**src/rtl/snn_omem_pkg.sv**
```systemverilog
// Shared constants and types for the output-memory port scheduler.
// Geometry of the SNN output layer and the SPE array.
package snn_omem_pkg;
  localparam int NUM_SPE     = 5;
  localparam int OUTPUT_SIZE = 21;
  localparam int NEURONS     = OUTPUT_SIZE * OUTPUT_SIZE;
  localparam int SUM_WIDTH   = 13;
  localparam int ADDR_W      = 9;
  localparam int IDX_W       = $clog2(NUM_SPE);

  typedef logic [SUM_WIDTH:0] omem_word_t;

  typedef enum logic [1:0] {
    RUN    = 2'd0,
    TS_END = 2'd1,
    DUMP   = 2'd2
  } sched_state_t;
endpackage

```
**src/rtl/omem_port_sched_if.sv**
```systemverilog
// SPE request/response bundle plus the single output-memory port.
// master: SPEs and memory model; slave: the scheduler.
interface omem_port_sched_if;
  import snn_omem_pkg::*;

  logic [NUM_SPE-1:0]             req_valid;
  logic [NUM_SPE-1:0]             req_write;
  logic [NUM_SPE*(SUM_WIDTH+1)-1:0] req_wdata;
  logic [NUM_SPE-1:0]             req_ready;
  logic                           rsp_valid;
  logic [IDX_W-1:0]               rsp_id;
  omem_word_t                     rsp_data;
  logic                           mem_en;
  logic                           mem_we;
  logic                           mem_bank;
  logic [ADDR_W-1:0]              mem_addr;
  omem_word_t                     mem_wdata;
  omem_word_t                     mem_rdata;

  modport master (
    output req_valid, req_write, req_wdata, mem_rdata,
    input  req_ready, rsp_valid, rsp_id, rsp_data,
    input  mem_en, mem_we, mem_bank, mem_addr, mem_wdata
  );

  modport slave (
    input  req_valid, req_write, req_wdata, mem_rdata,
    output req_ready, rsp_valid, rsp_id, rsp_data,
    output mem_en, mem_we, mem_bank, mem_addr, mem_wdata
  );
endinterface

```
**src/rtl/rr_arbiter.sv**
```systemverilog
// Combinational round-robin arbiter; search starts at rr_ptr.
// Lowest offset from rr_ptr wins.
module rr_arbiter #(
  parameter int N = 5,
  parameter int W = $clog2(N)
) (
  input  logic [N-1:0] req,
  input  logic [W-1:0] rr_ptr,
  output logic [N-1:0] gnt,
  output logic [W-1:0] gnt_idx
);
  logic [W:0]   s;
  logic [W-1:0] j;

  always_comb begin
    gnt     = '0;
    gnt_idx = '0;
    s       = '0;
    j       = '0;
    for (int i = N - 1; i >= 0; i--) begin
      s = {1'b0, rr_ptr} + (W+1)'(i);
      if (s >= (W+1)'(N)) s = s - (W+1)'(N);
      j = s[W-1:0];
      if (req[j]) begin
        gnt     = '0;
        gnt[j]  = 1'b1;
        gnt_idx = j;
      end
    end
  end
endmodule

```
**src/rtl/omem_port_sched.sv**
```systemverilog
// Output-memory port scheduler: arbitration, strided addressing,
// neuron counting and the timestep-1/timestep-2/dump sequence.
module omem_port_sched
  import snn_omem_pkg::*;
(
  input  logic               clk,
  input  logic               reset,
  omem_port_sched_if.slave   bus,
  output logic [1:0]         ts_cur,
  output logic               ts_done,
  output logic               dump_req,
  input  logic               dump_ack,
  output logic               err_overflow
);
  localparam int PW = ADDR_W + 1;

  sched_state_t      state;
  logic [PW-1:0]     ptr [NUM_SPE];
  logic [ADDR_W-1:0] wr_count;
  logic [IDX_W-1:0]  rr_ptr;
  logic [NUM_SPE-1:0] gnt;
  logic [IDX_W-1:0]  gnt_idx;
  omem_word_t        wdata_a [NUM_SPE];
  logic              grant;
  logic              wr;
  logic              ovf;
  logic              last;
  logic [PW-1:0]     gptr;
  omem_word_t        gdata;
  logic              s1_valid;
  logic              s1_ovf;
  logic [IDX_W-1:0]  s1_id;
  logic              rsp_ovf;

  rr_arbiter #(.N(NUM_SPE), .W(IDX_W)) u_arb (
    .req     (bus.req_valid),
    .rr_ptr  (rr_ptr),
    .gnt     (gnt),
    .gnt_idx (gnt_idx)
  );

  always_comb begin
    for (int i = 0; i < NUM_SPE; i++)
      wdata_a[i] = bus.req_wdata[i*(SUM_WIDTH+1) +: SUM_WIDTH+1];
  end

  assign grant = (state == RUN) && !reset && (bus.req_valid != '0);
  assign bus.req_ready = grant ? gnt : '0;
  assign wr    = bus.req_write[gnt_idx];
  assign gptr  = ptr[gnt_idx];
  assign gdata = wdata_a[gnt_idx];
  assign ovf   = gptr >= PW'(NEURONS);
  assign last  = wr && !ovf && (wr_count == ADDR_W'(NEURONS - 1));

  assign ts_done  = (state == TS_END) && (ts_cur == 2'd1);
  assign dump_req = (state == DUMP);
  // Read data is combinational from the memory, zeroed for overflowed reads.
  assign bus.rsp_data = (bus.rsp_valid && !rsp_ovf) ? bus.mem_rdata : '0;

  always_ff @(posedge clk) begin
    if (reset) begin
      state         <= RUN;
      ts_cur        <= 2'd1;
      wr_count      <= '0;
      rr_ptr        <= '0;
      err_overflow  <= 1'b0;
      for (int i = 0; i < NUM_SPE; i++) ptr[i] <= PW'(i);
      bus.mem_en    <= 1'b0;
      bus.mem_we    <= 1'b0;
      bus.mem_bank  <= 1'b0;
      bus.mem_addr  <= '0;
      bus.mem_wdata <= '0;
      s1_valid      <= 1'b0;
      s1_ovf        <= 1'b0;
      s1_id         <= '0;
      bus.rsp_valid <= 1'b0;
      bus.rsp_id    <= '0;
      rsp_ovf       <= 1'b0;
    end else begin
      bus.mem_en    <= 1'b0;
      s1_valid      <= grant && !wr;
      bus.rsp_valid <= s1_valid;
      if (grant && !wr) begin
        s1_id  <= gnt_idx;
        s1_ovf <= ovf;
      end
      if (s1_valid) begin
        bus.rsp_id <= s1_id;
        rsp_ovf    <= s1_ovf;
      end
      unique case (state)
        RUN: begin
          if (grant) begin
            rr_ptr <= (gnt_idx == IDX_W'(NUM_SPE - 1)) ? '0
                    : gnt_idx + IDX_W'(1);
            bus.mem_en    <= !ovf;
            bus.mem_we    <= wr;
            bus.mem_bank  <= wr && (ts_cur == 2'd2);
            bus.mem_addr  <= gptr[ADDR_W-1:0];
            bus.mem_wdata <= gdata;
            if (ovf) begin
              err_overflow <= 1'b1;
            end else if (wr) begin
              ptr[gnt_idx] <= gptr + PW'(NUM_SPE);
              wr_count     <= wr_count + ADDR_W'(1);
              if (last) state <= TS_END;
            end
          end
        end
        TS_END: begin
          if (ts_cur == 2'd1) begin
            ts_cur   <= 2'd2;
            wr_count <= '0;
            for (int i = 0; i < NUM_SPE; i++) ptr[i] <= PW'(i);
            state    <= RUN;
          end else begin
            state <= DUMP;
          end
        end
        DUMP: begin
          if (dump_ack) begin
            ts_cur   <= 2'd1;
            wr_count <= '0;
            rr_ptr   <= '0;
            for (int i = 0; i < NUM_SPE; i++) ptr[i] <= PW'(i);
            state    <= RUN;
          end
        end
        default: state <= RUN;
      endcase
    end
  end
endmodule
```
**src/flat_wrapper.sv**
```systemverilog
// flat-port wrapper written by rule: the top's interface ports become plain ports
module omem_port_sched_flat import snn_omem_pkg::*;
  (clk, reset, ts_cur, ts_done, dump_req, dump_ack, err_overflow, bus_req_valid, bus_req_write, bus_req_wdata, bus_mem_rdata, bus_req_ready, bus_rsp_valid, bus_rsp_id, bus_rsp_data, bus_mem_en, bus_mem_we, bus_mem_bank, bus_mem_addr, bus_mem_wdata);
  omem_port_sched_if bus_i ();
  input  logic clk;
  input  logic reset;
  output logic [1:0] ts_cur;
  output logic ts_done;
  output logic dump_req;
  input  logic dump_ack;
  output logic err_overflow;
  input wire logic [$bits(bus_i.req_valid)-1:0] bus_req_valid;
  input wire logic [$bits(bus_i.req_write)-1:0] bus_req_write;
  input wire logic [$bits(bus_i.req_wdata)-1:0] bus_req_wdata;
  input wire logic [$bits(bus_i.mem_rdata)-1:0] bus_mem_rdata;
  output wire logic [$bits(bus_i.req_ready)-1:0] bus_req_ready;
  output wire logic [$bits(bus_i.rsp_valid)-1:0] bus_rsp_valid;
  output wire logic [$bits(bus_i.rsp_id)-1:0] bus_rsp_id;
  output wire logic [$bits(bus_i.rsp_data)-1:0] bus_rsp_data;
  output wire logic [$bits(bus_i.mem_en)-1:0] bus_mem_en;
  output wire logic [$bits(bus_i.mem_we)-1:0] bus_mem_we;
  output wire logic [$bits(bus_i.mem_bank)-1:0] bus_mem_bank;
  output wire logic [$bits(bus_i.mem_addr)-1:0] bus_mem_addr;
  output wire logic [$bits(bus_i.mem_wdata)-1:0] bus_mem_wdata;
  assign bus_i.req_valid = bus_req_valid;
  assign bus_i.req_write = bus_req_write;
  assign bus_i.req_wdata = bus_req_wdata;
  assign bus_i.mem_rdata = bus_mem_rdata;
  assign bus_req_ready = bus_i.req_ready;
  assign bus_rsp_valid = bus_i.rsp_valid;
  assign bus_rsp_id = bus_i.rsp_id;
  assign bus_rsp_data = bus_i.rsp_data;
  assign bus_mem_en = bus_i.mem_en;
  assign bus_mem_we = bus_i.mem_we;
  assign bus_mem_bank = bus_i.mem_bank;
  assign bus_mem_addr = bus_i.mem_addr;
  assign bus_mem_wdata = bus_i.mem_wdata;
  omem_port_sched u_core (.clk(clk), .reset(reset), .bus(bus_i), .ts_cur(ts_cur), .ts_done(ts_done), .dump_req(dump_req), .dump_ack(dump_ack), .err_overflow(err_overflow));
endmodule
```
**config.mk**
```make
export PLATFORM = sky130hd
export DESIGN_NAME = omem_port_sched_flat
export DESIGN_NICKNAME = d
export VERILOG_FILES = /design/src/rtl/snn_omem_pkg.sv /design/src/rtl/omem_port_sched_if.sv /design/src/rtl/rr_arbiter.sv /design/src/rtl/omem_port_sched.sv /design/src/flat_wrapper.sv
export SDC_FILE = /design/constraint.sdc
export NUM_CORES = 1
export LEC_CHECK = 0
export ABC_CLOCK_PERIOD_IN_PS = 8100
export CAP_MARGIN = 20
export CORE_UTILIZATION = 50
export DETAILED_ROUTE_END_ITERATION = 16
export GPL_ROUTABILITY_DRIVEN = 0
export PLACE_DENSITY_LB_ADDON = 0.2
export SYNTH_ARGS = -nofsm -noshare
export SYNTH_HDL_FRONTEND = slang
export SYNTH_SLANG_ARGS = --single-unit
```
**constraint.sdc**
```tcl
create_clock -name clk -period 8.1 [get_ports clk]
set_clock_uncertainty 0.2 [all_clocks]
set_input_delay 1.215 -clock clk [delete_from_list [all_inputs] [get_ports clk]]
set_output_delay 1.215 -clock clk [all_outputs]
set_load 0.02 [all_outputs]
```
==> results of run 1 <==
-- worst max path at each step --
stage                                       start                        endpoint  slack (ns)  cells after the start
floorplan           u_core.rr_ptr[0]$_SDFFE_PP0P_  u_core.ptr[1][0]$_SDFFCE_PN1P_        1.90                     25
global route        u_core.rr_ptr[1]$_SDFFE_PP0P_  u_core.ptr[3][7]$_SDFFCE_PN0P_        0.28                     20
finish              u_core.rr_ptr[1]$_SDFFE_PP0P_  u_core.ptr[3][6]$_SDFFCE_PN0P_        0.75                     20
CTS                 u_core.rr_ptr[1]$_SDFFE_PP0P_  u_core.ptr[3][6]$_SDFFCE_PN0P_        0.90                     20
detailed placement               bus_req_valid[2]  u_core.ptr[3][6]$_SDFFCE_PN0P_        0.80                     18
global placement                 bus_req_valid[2]  u_core.ptr[3][6]$_SDFFCE_PN0P_        1.08                     18
-- cell usage after synthesis (4+ instances only) --
| master | n |
|---|---|
| inv_1 | 26 |
| a21oi_1 | 45 |
| o221ai_1 | 18 |
| xnor2_1 | 4 |
| o2bb2ai_1 | 9 |
| edfxtp_1 | 50 |
| and3_1 | 9 |
| nand2b_1 | 9 |
| nor2b_1 | 12 |
| or3_1 | 4 |
| nand3_1 | 35 |
| a21o_1 | 10 |
| nor3_1 | 20 |
| o21ai_0 | 42 |
| nand4_1 | 5 |
| dfxtp_1 | 53 |
| mux2i_1 | 17 |
| a221oi_1 | 16 |
| buf_2 | 9 |
| a31oi_1 | 5 |
| inv_2 | 4 |
| nand2_1 | 60 |
| nor2_1 | 82 |
| nor4_1 | 5 |
| clkbuf_1 | 31 |
| and2_1 | 19 |
| a22oi_1 | 8 |
| ha_1 | 20 |
| a2bb2oi_1 | 4 |
| a211oi_1 | 9 |
| a22o_1 | 12 |
| xor2_1 | 4 |
-- final cells by class --
cell class,instances,area [um2],area share
Clock buffer,10,229,0.0271
Multi-Input combinational cell,567,3710,0.438
Tap cell,172,215,0.0254
Timing Repair Buffer,159,1580,0.186
Sequential cell,103,2560,0.303
Clock inverter,6,53.8,0.00636
Inverter,31,116,0.0138
-- cells in the final DEF, fill, tap and decap left out, types with 18 or more instances in the layout --
cell / netlist / routed
nor2_1: 82 / 81
a21oi_1: 45 / 45
dfxtp_1: 53 / 53
edfxtp_1: 50 / 50
nor3_1: 20 / 19
o21ai_0: 42 / 42
inv_1: 26 / 26
ha_1: 20 / 20
and2_1: 19 / 19
nand3_1: 35 / 35
o221ai_1: 18 / 18
clkdlybuf4s50_1: 0 / 150
nand2_1: 60 / 60
-- flip-flops by register name, indices dropped and copies added, names as in the netlist, 3 cells and up --
name,flops
u_core.ptr,50
u_core.bus.mem_wdata,14
u_core.bus.mem_addr,9
u_core.wr_count,9
u_core.bus.rsp_id,3
u_core.rr_ptr,3
u_core.s1_id,3
-- through the flow --
stage	utilization	setup slack (ns)	instance area, um2	hold slack [ns]	cells
final	0.665	0.747	8460	0.257	1048
after global routing	0.665	0.280	8460	0.283	1048
after floorplan	-	1.90	6590	0.260	748
after CTS	0.663	0.902	8440	0.260	1046
after detailed placement	0.641	0.805	8160	0.250	1030
after global placement	0.641	1.08	8160	0.244	1030
-- worst max-delay path, stage by stage, from the launching register on --
cell	delay (ns)
dfxtp_1	0.61
inv_1	0.26
ha_1	0.29
ha_1	0.36
a21oi_2	0.31
mux2_2	0.39
a211oi_1	0.46
a221o_1	0.30
a311oi_2	0.18
nor2_2	0.65
o221ai_1	0.22
a2bb2oi_1	0.30
inv_1	0.12
ha_1	0.19
nand2b_1	0.15
a2111oi_0	0.39
a21o_1	0.19
o311ai_4	0.12
a21oi_4	0.55
nand3_1	0.35
nand2_1	0.41
-- logic make-up (layout without fill, tap and decap cells) --
group,after synthesis,count (layout),synth area share
AOI/OAI and AO/OA,233,233,0.266
xor gates and xnor gates,9,9,0.0131
adders and majority gates,21,21,0.0411
buffers and inverters,78,206,0.0497
DFF,103,103,0.390
muxes,20,20,0.0327
other,1,5,0.000570
and+or+nand+nor,279,279,0.207
-- routing by layer --
layer,global-route usage,vias to the layer above,wire length [um]
li1,-,3043,-
met1,0.390,3187,8320
met2,0.505,313,10400
met3,0.0519,58,1460
met4,0.138,0,635
met5,0,-,0
==> flow_metrics.env, run 1 <==
export IMPL_cp_data_required_time_ns=7.92
export IMPL_critPathArrivalTime_ns=7.17
export IMPL_hold_buffers=0
export IMPL_hp_class="reg -> reg"
export IMPL_via_per_inst=6.30
export IMPL_synth_edf_count=50
export IMPL_path_max_fanout=20
export IMPL_yosysSeqAreaShare=0.390
export IMPL_netlist_area_um2=6570
export IMPL_ctsResizeCount=0
export IMPL_worstMarginPinSlew_ns=1.03
export IMPL_hp_start="u_core.bus.mem_wdata[8]$_SDFFE_PP0P_"
export IMPL_routed_wl_um=20900
export IMPL_core_area_um2=12700
export IMPL_io_pins=151
export IMPL_endpoint_kind="flip-flop"
export IMPL_netlist_area_leader_share=0.228
export IMPL_synth_area_leader_cell="edfxtp_1"
export IMPL_slew_headroom=0.312
export IMPL_r2r_cells=20
export IMPL_grt_pass1_wl_um=31500
export IMPL_path_clk_slew_ns=0.07
export IMPL_worst_setup_path_start_kind="flip-flop"
export IMPL_netlist_instances=744
export IMPL_ctsLongestPathBuffers=2
export IMPL_numCtsBuffers=9
export IMPL_grt_remaining_overflow=0
export IMPL_rows=41
export IMPL_timing_rr_start="u_core.rr_ptr[1]$_SDFFE_PP0P_"
export IMPL_rr_endpoint="u_core.ptr[3][6]$_SDFFCE_PN0P_"
export IMPL_die_area_um2=13600
export IMPL_diodes=0
export IMPL_yosys_top_cells_area="edfxtp_1 23%, dfxtp_1 16%, nor2_1 4.7%"
export IMPL_cap_violations=0
export IMPL_drt_first_pass_iters=7
export IMPL_final_max_slew_viol_count=0
export IMPL_antenna_found_initial=0
export IMPL_fmax_ghz=0.136
export IMPL_clk_latency_ns=0.36
export IMPL_drt_iter0_drc=745
export IMPL_wire_per_inst_um=19.9
export IMPL_ant_nets=0
export IMPL_nets=989
export IMPL_cts_sinks=103
export IMPL_rsz0062_at_grt="no"
export IMPL_track_usage=0.305
export IMPL_fillers=1083
export IMPL_port_buffers=150
export IMPL_grt_max_degree=60
export IMPL_ctsHtreeMaxLevel=3
export IMPL_async_flop_share=0
export IMPL_ys_ff_latch=103
export IMPL_drc=0
export IMPL_setup_viol=0
export IMPL_drive_gt1_frac=0.0696
export IMPL_holdPathEnd="u_core.bus.mem_wdata[8]$_SDFFE_PP0P_"
export IMPL_finalSetupTns_ns=0
export IMPL_synth_distinct_cells=88
export IMPL_die_height_um=117
export IMPL_report_final_hold_viol_count=0
export IMPL_fin_crit_ns=7.35
export IMPL_syn_avg_cell_area_um2=8.84
export IMPL_first_global_vias=5982
export IMPL_status="finished, final reports clean"
export IMPL_finalCritPeriodShare=0.908
export IMPL_die_w_um=117
export IMPL_hpwl_um=15300
export IMPL_whs_path_depth=2
export IMPL_ys_warn_count=0
export IMPL_r2r_setup_slack_ns=0.75
export IMPL_critPathKind="reg -> reg"
export IMPL_post_cts_buffers=0
export IMPL_ys_flop_type="dfxtp_1"
export IMPL_cts_root_buf="clkbuf_16"
export IMPL_vias=6601
export IMPL_areaGrowthSynthToFinish_pct=28.7
export IMPL_initial_core_util=0.517
export IMPL_cts_tree="yes"
Power of run 1 is not shown: default switching activity piles up to over one toggle a cycle in this logic, so the estimate is an artifact.
==> run 2: changes to the inputs <==
--- a/config.mk
+++ b/config.mk
@@ -5,12 +5,13 @@
 export SDC_FILE = /design/constraint.sdc
 export NUM_CORES = 1
 export LEC_CHECK = 0
-export ABC_CLOCK_PERIOD_IN_PS = 8100
+export ABC_CLOCK_PERIOD_IN_PS = 9400
 export CAP_MARGIN = 20
 export CORE_UTILIZATION = 50
 export DETAILED_ROUTE_END_ITERATION = 16
 export GPL_ROUTABILITY_DRIVEN = 0
 export PLACE_DENSITY_LB_ADDON = 0.2
+export RECOVER_POWER = 50
 export SYNTH_ARGS = -nofsm -noshare
 export SYNTH_HDL_FRONTEND = slang
 export SYNTH_SLANG_ARGS = --single-unit
==> constraint.sdc (replaced) <==
create_clock -name clk -period 9.4 [get_ports clk]
set_clock_uncertainty 0.2 [all_clocks]
set_input_delay 1.41 -clock clk [delete_from_list [all_inputs] [get_ports clk]]
set_output_delay 1.41 -clock clk [all_outputs]
set_load 0.02 [all_outputs]
==> flow_metrics.env, run 2 (synthesis gave the netlist of run 1 again) <==
export IMPL_wire_per_inst_um=20.0
export IMPL_critPathArrivalTime_ns=8.03
export IMPL_cap_violations=0
export IMPL_port_buffers=150
export IMPL_vias=6620
export IMPL_finalCritPeriodShare=0.875
export IMPL_routed_wl_um=20900
export IMPL_ant_nets=0
export IMPL_initial_core_util=0.517
export IMPL_diodes=0
export IMPL_core_area_um2=12700
export IMPL_die_height_um=117
export IMPL_largest_reg_flops=50
export IMPL_path_max_fanout=34
export IMPL_layout_commonest_cell="clkdlybuf4s50_1"
export IMPL_clk_latency_ns=0.36
export IMPL_status="finished, final reports clean"
export IMPL_path_clk_slew_ns=0.07
export IMPL_slew_headroom=0.0656
export IMPL_grt_pass1_wl_um=31700
export IMPL_cts_root_buf="clkbuf_16"
export IMPL_final_max_slew_viol_count=0
export IMPL_grt_remaining_overflow=0
export IMPL_die_w_um=117
export IMPL_cp_data_required_time_ns=9.21
export IMPL_ctsHtreeMaxLevel=3
export IMPL_hold_buffers=0
export IMPL_instances_no_fill=1046
export IMPL_track_usage=0.308
export IMPL_fin_crit_ns=8.22
export IMPL_cts_tree="yes"
export IMPL_io_pins=151
export IMPL_top_regs="u_core.ptr (50), u_core.bus.mem_wdata (14)"
export IMPL_worstMarginPinSlew_ns=1.40
export IMPL_numCtsBuffers=9
export IMPL_worst_setup_path_start_kind="flip-flop"
export IMPL_setup_viol=0
export IMPL_hpwl_um=15500
export IMPL_die_area_um2=13600
export IMPL_ctsResizeCount=0
export IMPL_finalSetupTns_ns=0
export IMPL_first_global_vias=6069
export IMPL_grt_max_degree=60
export IMPL_nets=987
export IMPL_rsz0062_at_grt="no"
export IMPL_hp_class="reg -> reg"
export IMPL_ctsLongestPathBuffers=2
export IMPL_fmax_ghz=0.122
export IMPL_antenna_found_initial=0
export IMPL_endpoint_kind="flip-flop"
export IMPL_drt_first_pass_iters=5
export IMPL_regMostFlops="u_core.ptr"
export IMPL_place_inst=1029
export IMPL_final_cell_mix="97 x clkdlybuf4s50_1, 82 x nor2_1, 60 x nand2_1, 53 x dlygate4sd3_1, 53 x dfxtp_1"
export IMPL_critPathKind="reg -> reg"
export IMPL_drive_gt1_frac=0.0549
export IMPL_cts_sinks=103
export IMPL_post_cts_buffers=0
export IMPL_drc=0
export IMPL_via_per_inst=6.33
export IMPL_report_final_hold_viol_count=0
export IMPL_rows=41
export IMPL_areaGrowthSynthToFinish_pct=28.4
export IMPL_drt_iter0_drc=728
## run 2: cell types whose count changed in the layout (fill, tap and decap cells not counted), sizes merged
| cell | before | now |
|---|---|---|
| clkdlybuf4s50 | 150 | 97 |
| buf | 7 | 6 |
| clkinv | 5 | 3 |
| clkbuf | 12 | 11 |
| dlygate4sd3 | 0 | 53 |
| bufinv | 0 | 1 |
| inv | 32 | 33 |
## run 2: cell type report
cell class	instances	area (um2)
fill	1084	4280
multi-input combinational	567	3680
sequential	103	2560
timing repair buffer	157	1550
clock buffer	10	229
tap	172	215
inverter	31	116
clock inverter	6	86.3
## run 2: stage by stage
stage | hold WS [ns] | setup WS [ns] | util | area [um2]
finish | 0.253 | 1.18 | 0.663 | 8440
global route | 0.277 | 0.678 | 0.663 | 8440
global placement | 0.244 | 2.15 | 0.641 | 8150
CTS | 0.258 | 1.99 | 0.665 | 8460
detailed placement | 0.248 | 1.86 | 0.641 | 8150
floorplan | 0.260 | 3.20 | - | 6590
## run 2: layer usage
| layer | global-route usage | vias to the layer above | wire length [um] |
|---|---|---|---|
| li1 | - | 3046 | - |
| met1 | 0.385 | 3152 | 8150 |
| met2 | 0.506 | 353 | 10300 |
| met3 | 0.0711 | 69 | 1750 |
| met4 | 0.141 | 0 | 790 |
| met5 | 0 | - | 0 |
## run 2: path summary, 6_finish.rpt
path                                        startpoint                              endpoint  slack [ns]  cells after the start
setup / recovery         u_core.rr_ptr[1]$_SDFFE_PP0P_        u_core.ptr[3][5]$_SDFFCE_PN0P_        1.18                     17
hold / removal    u_core.bus.mem_wdata[9]$_SDFFE_PP0P_  u_core.bus.mem_wdata[9]$_SDFFE_PP0P_        0.25                      2
setup reg to reg         u_core.rr_ptr[1]$_SDFFE_PP0P_        u_core.ptr[3][5]$_SDFFCE_PN0P_        1.18                     17
hold reg to reg   u_core.bus.mem_wdata[9]$_SDFFE_PP0P_  u_core.bus.mem_wdata[9]$_SDFFE_PP0P_        0.25                      2
## run 2: critical path: stages (launching register included)
cell,delay [ns]
dfxtp_1,0.61
inv_1,0.27
ha_1,0.31
ha_1,0.36
a21oi_1,0.50
mux2_1,0.41
a211oi_1,0.46
a221o_1,0.28
a311oi_1,0.20
nor2_1,0.84
buf_4,0.36
inv_1,0.48
a221oi_1,0.46
a2bb2oi_1,0.36
o21ai_0,0.32
a21oi_4,0.57
nand3_1,0.36
nand2_1,0.49
Power of run 2 is left out for the same reason.
==> run 3: changes to the inputs <==
--- a/config.mk
+++ b/config.mk
@@ -9,6 +9,7 @@
 export CAP_MARGIN = 20
 export CORE_UTILIZATION = 50
 export DETAILED_ROUTE_END_ITERATION = 16
+export DONT_BUFFER_PORTS = 1
 export GPL_ROUTABILITY_DRIVEN = 0
 export PLACE_DENSITY_LB_ADDON = 0.2
 export RECOVER_POWER = 50
==> flow_metrics.env, run 3 (synthesis gave the netlist of run 1 again) <==
export IMPL_grt_remaining_overflow=0
export IMPL_port_buffers=0
export IMPL_critPathKind="reg -> reg"
export IMPL_cts_root_buf="clkbuf_16"
export IMPL_worstMarginPinSlew_ns=1.26
export IMPL_numCtsBuffers=9
export IMPL_cap_violations=0
export IMPL_initial_core_util=0.517
export IMPL_top_regs="u_core.ptr (50), u_core.bus.mem_wdata (14)"
export IMPL_hpwl_um=13900
export IMPL_drt_first_pass_iters=5
export IMPL_antenna_found_initial=2
export IMPL_status="finished, final reports clean"
export IMPL_report_final_hold_viol_count=0
export IMPL_finalSetupTns_ns=0
export IMPL_first_global_vias=5161
export IMPL_largest_reg_flops=50
export IMPL_die_w_um=117
export IMPL_path_clk_slew_ns=0.07
export IMPL_die_height_um=117
export IMPL_cp_data_required_time_ns=9.21
export IMPL_drt_iter0_drc=619
export IMPL_drc=0
export IMPL_grt_pass1_wl_um=28400
export IMPL_endpoint_kind="flip-flop"
export IMPL_setup_viol=0
export IMPL_critPathArrivalTime_ns=8.01
export IMPL_drive_gt1_frac=0.0717
export IMPL_finalCritPeriodShare=0.872
export IMPL_areaGrowthSynthToFinish_pct=5.60
export IMPL_ctsResizeCount=0
export IMPL_ctsHtreeMaxLevel=3
export IMPL_via_per_inst=6.59
export IMPL_ant_nets=0
export IMPL_final_max_slew_viol_count=0
export IMPL_vias=5922
export IMPL_wire_per_inst_um=21.1
export IMPL_io_pins=151
export IMPL_instances_no_fill=899
export IMPL_post_cts_buffers=0
export IMPL_path_max_fanout=34
export IMPL_worst_setup_path_start_kind="flip-flop"
export IMPL_clk_latency_ns=0.35
export IMPL_cts_tree="yes"
export IMPL_fin_crit_ns=8.20
export IMPL_cts_sinks=103
export IMPL_final_cell_mix="82 x nor2_1, 60 x nand2_1, 53 x dfxtp_1, 50 x edfxtp_1, 46 x a21oi_1"
export IMPL_routed_wl_um=19000
export IMPL_hold_buffers=0
export IMPL_regMostFlops="u_core.ptr"
export IMPL_grt_max_degree=60
export IMPL_hp_class="reg -> reg"
export IMPL_ctsLongestPathBuffers=2
export IMPL_rsz0062_at_grt="no"
export IMPL_layout_commonest_cell="nor2_1"
export IMPL_core_area_um2=12700
export IMPL_slew_headroom=0.163
export IMPL_nets=838
export IMPL_rows=41
export IMPL_holdWs_ns=0.301
export IMPL_die_area_um2=13600
export IMPL_track_usage=0.277
export IMPL_fmax_ghz=0.122
export IMPL_place_inst=878
[run 3: stage by stage]
| step | worst slack, ns | cell area [um2] | utilization |
|---|---|---|---|
| after floorplan | 3.20 | 6590 | - |
| after global placement | 2.32 | 6640 | 0.522 |
| after detailed placement | 2.00 | 6640 | 0.522 |
| after CTS | 1.93 | 6940 | 0.545 |
| after global routing | 0.698 | 6940 | 0.546 |
| final | 1.20 | 6940 | 0.546 |
[run 3: final cells by class]
class | instances | area (um2)
flip-flops and latches | 103 | 2560
fillers | 1220 | 5780
multi-input cells | 567 | 3690
repair buffers | 8 | 56.3
diodes | 2 | 5.00
well taps | 172 | 215
clock inverters | 5 | 43.8
clock buffers | 11 | 253
inverters | 31 | 116
[run 3: worst paths after layout]
path / from / endpoint / slack [ns] / cells after the start
setup reg to reg: u_core.rr_ptr[0]$_SDFFE_PP0P_ / u_core.ptr[3][9]$_SDFFCE_PN0P_ / 1.20 / 21
hold reg to reg: u_core.rsp_ovf$_SDFFE_PP0P_ / u_core.rsp_ovf$_SDFFE_PP0P_ / 0.30 / 2
hold / removal: u_core.rsp_ovf$_SDFFE_PP0P_ / u_core.rsp_ovf$_SDFFE_PP0P_ / 0.30 / 2
setup / recovery: u_core.rr_ptr[0]$_SDFFE_PP0P_ / u_core.ptr[3][9]$_SDFFCE_PN0P_ / 1.20 / 21
[run 3: routing by layer]
layer  wire [um]  track usage  part of all wire  vias up
met5           0            0                 0        -
met3        1670       0.0664             0.088       40
met1        7810        0.374              0.41     2821
li1            -            -                 -     2739
met4         329       0.0869             0.017        0
met2        9160        0.439              0.48      322
[run 3: critical path, cell delays in order (launching register included)]
cell,delay (ns)
dfxtp_1,0.31
buf_4,0.34
inv_1,0.31
ha_1,0.34
ha_1,0.34
a21oi_1,0.43
nor4b_1,0.30
nor4_1,0.15
a221o_1,0.39
a311oi_1,0.69
nor2_1,0.29
clkbuf_1,0.59
o221ai_1,0.44
a2bb2oi_2,0.20
ha_1,0.24
nand2b_1,0.17
a2111oi_0,0.42
a21o_1,0.20
o311ai_4,0.12
a21oi_4,0.59
nand3_1,0.36
nand2_1,0.42
Power of run 3 is left out for the same reason.
